<file path="src/rtl/seg7_scan_250hz.sv">
// Multiplexed 7-segment scanner: advances one digit per synchronised clk_250hz edge, with an anti-ghosting blank gap.
// Optional feature: define SEG7_LEADING_ZERO_BLANK_EN to blank leading-zero glyphs.
module seg7_scan_250hz #(
    parameter int DIGITS       = 4,
    parameter int BLANK_CYCLES = 500
) (
    input  logic                  clk_50mhz,
    input  logic                  rst,
    input  logic                  clk_250hz,
    input  logic [4*DIGITS-1:0]   value,
    input  logic [DIGITS-1:0]     dp,
    output logic [DIGITS-1:0]     an_n,
    output logic [7:0]            seg_n,
    output logic                  frame_done
);

    localparam int IDX_W = (DIGITS > 1) ? $clog2(DIGITS) : 1;
    localparam int CNT_W = (BLANK_CYCLES > 0) ? $clog2(BLANK_CYCLES + 1) : 1;
    localparam logic [IDX_W-1:0] LAST_IDX = IDX_W'(DIGITS - 1);
    localparam logic [CNT_W-1:0] GAP_LOAD = CNT_W'(BLANK_CYCLES);

    typedef enum logic {ST_BLANK, ST_DRIVE} state_t;

    state_t                state, state_nxt;
    logic [CNT_W-1:0]      cnt, cnt_nxt;
    logic [IDX_W-1:0]      idx, idx_nxt;
    logic [4*DIGITS-1:0]   shad_val, shad_val_nxt;
    logic [DIGITS-1:0]     shad_dp, shad_dp_nxt;
    logic                  sync1, sync2, sync3;
    logic                  tick, snap;
    logic [3:0]            nib;
    logic [6:0]            glyph;
    logic [7:0]            seg_drive;
    logic [DIGITS-1:0]     an_drive;

    function automatic logic [6:0] hex7(input logic [3:0] n);
        case (n)
            4'h0: hex7 = 7'h3F;  4'h1: hex7 = 7'h06;  4'h2: hex7 = 7'h5B;  4'h3: hex7 = 7'h4F;
            4'h4: hex7 = 7'h66;  4'h5: hex7 = 7'h6D;  4'h6: hex7 = 7'h7D;  4'h7: hex7 = 7'h07;
            4'h8: hex7 = 7'h7F;  4'h9: hex7 = 7'h6F;  4'hA: hex7 = 7'h77;  4'hB: hex7 = 7'h7C;
            4'hC: hex7 = 7'h39;  4'hD: hex7 = 7'h5E;  4'hE: hex7 = 7'h79;  default: hex7 = 7'h71;
        endcase
    endfunction

    // clk_250hz is sampled as data: two sync flops plus a history flop for edge detection
    always_ff @(posedge clk_50mhz or posedge rst) begin
        if (rst) begin
            sync1 <= 1'b0;
            sync2 <= 1'b0;
            sync3 <= 1'b0;
        end else begin
            sync1 <= clk_250hz;
            sync2 <= sync1;
            sync3 <= sync2;
        end
    end

    assign tick = sync2 & ~sync3;

    always_ff @(posedge clk_50mhz or posedge rst) begin
        if (rst) begin
            state    <= ST_BLANK;
            cnt      <= '0;
            idx      <= LAST_IDX;
            shad_val <= '0;
            shad_dp  <= '0;
        end else begin
            state    <= state_nxt;
            cnt      <= cnt_nxt;
            idx      <= idx_nxt;
            shad_val <= shad_val_nxt;
            shad_dp  <= shad_dp_nxt;
        end
    end

    always_comb begin
        state_nxt    = state;
        cnt_nxt      = cnt;
        idx_nxt      = idx;
        shad_val_nxt = shad_val;
        shad_dp_nxt  = shad_dp;
        snap         = 1'b0;
        if (tick) begin
            idx_nxt = (idx == LAST_IDX) ? '0 : idx + 1'b1;
            if (idx == LAST_IDX) begin
                snap         = 1'b1;
                shad_val_nxt = value;
                shad_dp_nxt  = dp;
            end
            if (BLANK_CYCLES > 0) begin
                state_nxt = ST_BLANK;
                cnt_nxt   = GAP_LOAD;
            end else begin
                state_nxt = ST_DRIVE;
            end
        end else if (state == ST_BLANK) begin
            // a zero count is the post-reset idle: stay dark until the first tick
            if (cnt == CNT_W'(1)) begin
                state_nxt = ST_DRIVE;
                cnt_nxt   = '0;
            end else if (cnt > CNT_W'(1)) begin
                cnt_nxt = cnt - 1'b1;
            end
        end
    end

    always_comb begin
        nib   = shad_val_nxt[{idx_nxt, 2'b00} +: 4];
        glyph = hex7(nib);
`ifdef SEG7_LEADING_ZERO_BLANK_EN
        if ((idx_nxt != '0) && ((shad_val_nxt >> {idx_nxt, 2'b00}) == '0))
            glyph = 7'h00;
`endif
        seg_drive = {~shad_dp_nxt[idx_nxt], ~glyph};
        an_drive  = ~({{(DIGITS-1){1'b0}}, 1'b1} << idx_nxt);
    end

    // Outputs are registered from the next state so they line up with the state register
    always_ff @(posedge clk_50mhz or posedge rst) begin
        if (rst) begin
            an_n       <= '1;
            seg_n      <= '1;
            frame_done <= 1'b0;
        end else begin
            frame_done <= snap;
            if (state_nxt == ST_DRIVE) begin
                an_n  <= an_drive;
                seg_n <= seg_drive;
            end else begin
                an_n  <= '1;
                seg_n <= '1;
            end
        end
    end

endmodule
</file>
<file path="config.mk">
export PLATFORM = sky130hd
export DESIGN_NAME = seg7_scan_250hz
export DESIGN_NICKNAME = d
export VERILOG_FILES = /design/src/rtl/seg7_scan_250hz.sv
export SDC_FILE = /design/constraint.sdc
export NUM_CORES = 1
export LEC_CHECK = 0
export BUFFER_PORTS_ARGS = -buffer_cell sky130_fd_sc_hd__clkbuf_2
export CORE_AREA = 8 8 84 68
export DETAILED_ROUTE_END_ITERATION = 10
export DIE_AREA = 0 0 92 76
export PLACE_DENSITY_LB_ADDON = 0.08
export SLEW_MARGIN = 20
export SYNTH_ARGS = -nofsm -noshare
export SYNTH_HDL_FRONTEND = slang
export SYNTH_SLANG_ARGS = --single-unit
</file>
<file path="constraint.sdc">
create_clock -name clk_50mhz -period 3.6 [get_ports clk_50mhz]
set_clock_uncertainty 0.1 [all_clocks]
set_input_delay 0.54 -clock clk_50mhz [delete_from_list [all_inputs] [get_ports clk_50mhz]]
set_output_delay 0.54 -clock clk_50mhz [all_outputs]
set_load 0.05 [all_outputs]
</file>
# After elaboration in Yosys (flattened, before gate mapping)
# Memories as Yosys holds them, arrays and structs flattened.
# Cells that the tools add are included.
[totals]
reg_bits = 48
mem_bits_ro = 112
in_bits = 23
output_inout_bits = 13
mem_count = 1
[mem_list]
columns = ["name", "words", "width", "read_ports", "rd_clocked_by_memory_dff", "wr", "line_no", "text"]
rows = [
  ["(no name shown)", 16, 7, 1, 0, 0, "37", "case (n)"],
]
[op_classes]
addsub = 2
order_cmp = 2
n_eq_ne = 3
shifts = 2
muxes = 19
bitwise_logic = 5
n_reduce_logical = 2
[ops]
columns = ["op", "n"]
rows = [
  ["$mux W9", 4],
  ["$mux W16", 2],
  ["$shiftx A16 B5 Y4", 1],
  ["$mux W4", 3],
  ["$eq A9 B1 Y1 const B", 1],
  ["$gt A9 B1 Y1 const B", 1],
  ["$sub A9 B1 Y9 const B", 1],
  ["$mux W8", 1],
  ["$not A7 Y7", 1],
  ["$mux W1", 6],
  ["$mux W2", 2],
  ["$not A4 Y4", 1],
  ["$shl A1 B2 Y4 const A", 1],
  ["$lt A2 B3 Y1 const B", 1],
  ["$reduce_bool A3 Y1", 1],
  ["$add A2 B1 Y2 const B", 1],
  ["$bmux W1 S2", 1],
  ["$eq A2 B2 Y1 const B", 1],
  ["$ne A2 B1 Y1 const B", 1],
  ["$not A1 Y1", 2],
  ["$reduce_and A2 Y1", 1],
  ["$and A1 B1 Y1", 1],
]

# Longest topological paths before layout
[logic_depth]
depth_word = 7
ltp_mapped = 12
depth_no_buf = 12

# Least setup slack after synthesis
# OpenSTA, ideal clock, no wires.
[synth_timing]
path_type = "reg2reg"
startpoint = "register idx[0]"
endpoint = "register seg_n[3]"
setup_time_ns = 0.089
t_arrival_ns = 2.593
t_required_ns = 3.411
path_slack_ns = 0.818
path_stages_with_launch = 12
path_buffers = 0
path_cell_list = "dfstp_2 -> ha_1 -> or4b_1 -> a21boi_4 -> inv_1 -> nor2_1 -> a22oi_1 -> o221ai_1 -> ha_1 -> nor2_1 -> a2111oi_2 -> a31oi_1"
[synth_between]
elab_chain_len = 7
word_cells_on_any_way = 10
[synth_rtl]
columns = ["item", "line_no", "text"]
rows = [
  ["start, declared", "26", "logic [IDX_W-1:0] idx, idx_nxt;"],
  ["start signal, assigned", "70", "idx <= idx_nxt;"],
  ["$add A2 B1 Y2 or $eq A2 B2 Y1 (tied branches)", "84", "idx_nxt = (idx == LAST_IDX) ? '0 : idx + 1'b1;"],
  ["$mux W2", "84", ""],
  ["$mux W2 *", "83", "if (tick) begin"],
  ["named net idx_nxt[0]", "26", ""],
  ["$shiftx A16 B5 Y4 *", "108", "nib = shad_val_nxt[{idx_nxt, 2'b00} +: 4];"],
  ["$mem_v2 Z16 W7 *", "-", ""],
  ["$not A7 Y7 *", "114", "seg_drive = {~shad_dp_nxt[idx_nxt], ~glyph};"],
  ["$mux W8 *", "126", "if (state_nxt == ST_DRIVE) begin"],
  ["end signal, assigned", "128", "seg_n <= seg_drive;"],
  ["end, declared", "13", "output logic [7:0] seg_n,"],
]
# Mark *: on every way through the listed nets, which the timed path passes. The rest lies on a longest branch.
# A chain may end at the register's enable or synchronous reset.

# Final worst setup path
# Ends and elaborated chain as after synthesis.

==> out/results.txt <==
hold path startpoint - clk_250hz
post-synthesis sequential area ratio - 52.65%
Setup crit start - idx[0]
switching share of total power - 39.05%
max incr delay on CP - 540 ps
drt wl/cell - 14.86 um
hpwl dp - 3.423 mm
Reg power frac - 38.2%
worst-path maximum fanout - 9
Post-synth EDFFs - 0
Synth area leader - dfrtp_1
Final Routed Wirelength - 4.504 mm
Pint - 1227 uW
final hold violation count - 0
Clock power frac - 16.4%
CP Data Required Time - 3720 ps
PD cells - 766.8 nW/um^2
RSZ-0062 raised after global routing - no
initial antenna violation count - 0
mapped cell area - 2315 um^2
Die Ht - 76 um
Yosys cell types - 43
count of input and output buffers - 35
die width - 92 um
number of max-slew violations in the final report - 0
DR DRC count - 0
cts repair resizes - 0
CTS H-tree depth - 2
RD Place Congestion - 0.8418
Worst Setup End Kind - flip-flop
CP top delay family - compound AO/OA/AOI/OAI gates
CP bufs+invs - 1
postcts setup bufs - 0
routed vias/inst - 5.228
Switch Pwr - 786.5 uW
largest net degree at the start of global routing - 49
Mapped Cells - 204
R2R setup slack - 380 ps
measured slew at the worst slew-check pin - 945.9 ps
CP max stage cell - or4b_1
CTS tree - yes
Pwr Total - 2014 uW
global-route wire length before repair - 7.845 mm
final antenna-violating net count - 0
Setup Total Neg Slack - 0 ps
most frequent cell after synthesis - dfrtp_1
starting density of the core - 51.27%
core area - 4514 um^2
layout cell share with drive strength beyond 1 - 31.69%
GRT Util Overall - 13.87%
final core utilization - 58.18%
Iteration-0 DRC Markers - 60
outcome - complete, no violations
Clock Path Buffers - 2
fmax - 0.3105 GHz
Non-Filler Instances - 303
ANT cells - 0
vias in the first global route - 1697
full die area - 6992 um^2
Worst-Skew Late Latency - 300 ps
drt pass-1 iters - 4
fin nets - 274
VDD IR max - 352.7 uV
CTS root buf - clkbuf_8
HP Class - in2reg
CTS clk-pin slew, worst paths - 80 ps
Post-synth top flop - dfrtp_1
sequence of cells on the critical path - ha_1 > or4b_1 > a21boi_4 > inv_1 > nor2_1 > a22oi_1 > o221ai_1 > ha_1 > nor2_1 > a2111oi_2 > a31oi_1
Crit Reg-Reg Startpoint - idx[0]
total of max-cap violations - 0
CTS Sinks - 48
fin crit period - 3221 ps
# rows - 22
Setup violations, final - 0
number of synthesized register bits - 48
CTS Hold Bufs - 0
Mean Syn Cell Area - 11.35 um^2
grt ovf - 0
combinational share of power - 45.3%
Crit Path Class - reg2reg
Worst Setup Start Kind - flip-flop
Ys Warns - 0
DP Cell Count - 295
via count - 1584
I/O pin count - 36
top post-synthesis cells by count - dfrtp_1 (34), inv_1 (19), mux2i_1 (17), nand2_1 (17)
synth top area cells - dfrtp_1 (37%), dfstp_2 (16%), mux2i_1 (7.4%)
static leakage - 0.001257 uW
Yosys top cell area share - 36.76%
async set-reset flop share out of synthesis - 100.0%
Synth Net Count - 236
arrival time at the worst endpoint - 3340 ps
Area Growth Syn to Fin - 13.46%
Relative slew margins - 36.85%
CTS Buf Count - 5
fin crit share - 89.47%
==> power by group through the flow <==
stage               Sequential, uW  Clock [uW]  Combinational [uW]
floorplan                      761           0                 763
global placement               769           0                 860
detailed placement             780           0                 905
CTS                            771         345                 907
global route                   791         367                1020
finish                         770         331                 913
==> layout make-up <==
type	count	area [um^2]
clock buffers	7	86.33
clock inverters	1	7.507
fillers	406	1888
inverters	21	78.83
multi-input cells	129	969.7
flip-flops and latches	48	1219
well taps	60	75.07
repair buffers	37	190.2
==> worst paths after layout <==
kind	end	cells after the start
max	seg_n[3]	11
min	sync1	1
max reg2reg	seg_n[3]	11
min reg2reg	sync2	0
max in group asynchronous	sync3	2
min in group asynchronous	cnt[7]	2
==> kinds of logic after synthesis <==
kind of cell             share of synthesized area (%)
buffers and inverters                            5.459
AND/OR/NAND/NOR                                  13.30
adder cells (fa/ha/maj)                          4.865
flip-flops                                       52.65
AO/OA/AOI/OAI                                    9.082
multiplexers                                     14.65
==> layout by cell type (no fill, tap or decap), types with 2 or more instances in the layout <==
master    instances
nand2b_1          2
nor4_1            4
dfstp_2          14
ha_1              9
inv_1            18
or3_1             5
clkbuf_8          6
clkbuf_2         35
a22oi_1           3
nor2b_1           2
o21ai_0           6
nor2_1           14
dfrtp_1          34
a21oi_1           8
mux2i_1          17
inv_2             2
buf_4             2
mux2_2           11
nor3_1            8
nand2_1          17
nand3b_1          2
==> metal layers <==
| metal | wire length [um] | track usage (%) | vias to the layer above |
|---|---|---|---|
| met1 | 1967 | 16.97 | 758 |
| met4 | 82 | 6.421 | 0 |
| met3 | 238 | 3.937 | 9 |
| li1 | - | - | 779 |
| met2 | 2215 | 22.04 | 38 |
| met5 | 0 | 0 | - |
==> per-stage QoR <==
step	setup slack, ps	instance area (um^2)	hold WS, ps
6_report	379.0	2626	242.0
5_1_grt	258.5	2626	235.7
4_1_cts	428.8	2626	232.6
3_5_place_dp	451.5	2532	241.8
3_3_place_gp	618.7	2532	235.4
2_1_floorplan	818.2	2315	231.2
==> flip-flops by register name (all words and copies together) (netlist names) <==
name and flops:
shad_val 16, cnt 9, seg_n 8, an_n 4, shad_dp 4, idx 2
frame_done 1, state 1, sync1 1, sync2 1, sync3 1
Note: power is estimated with default switching activity, not from simulation.
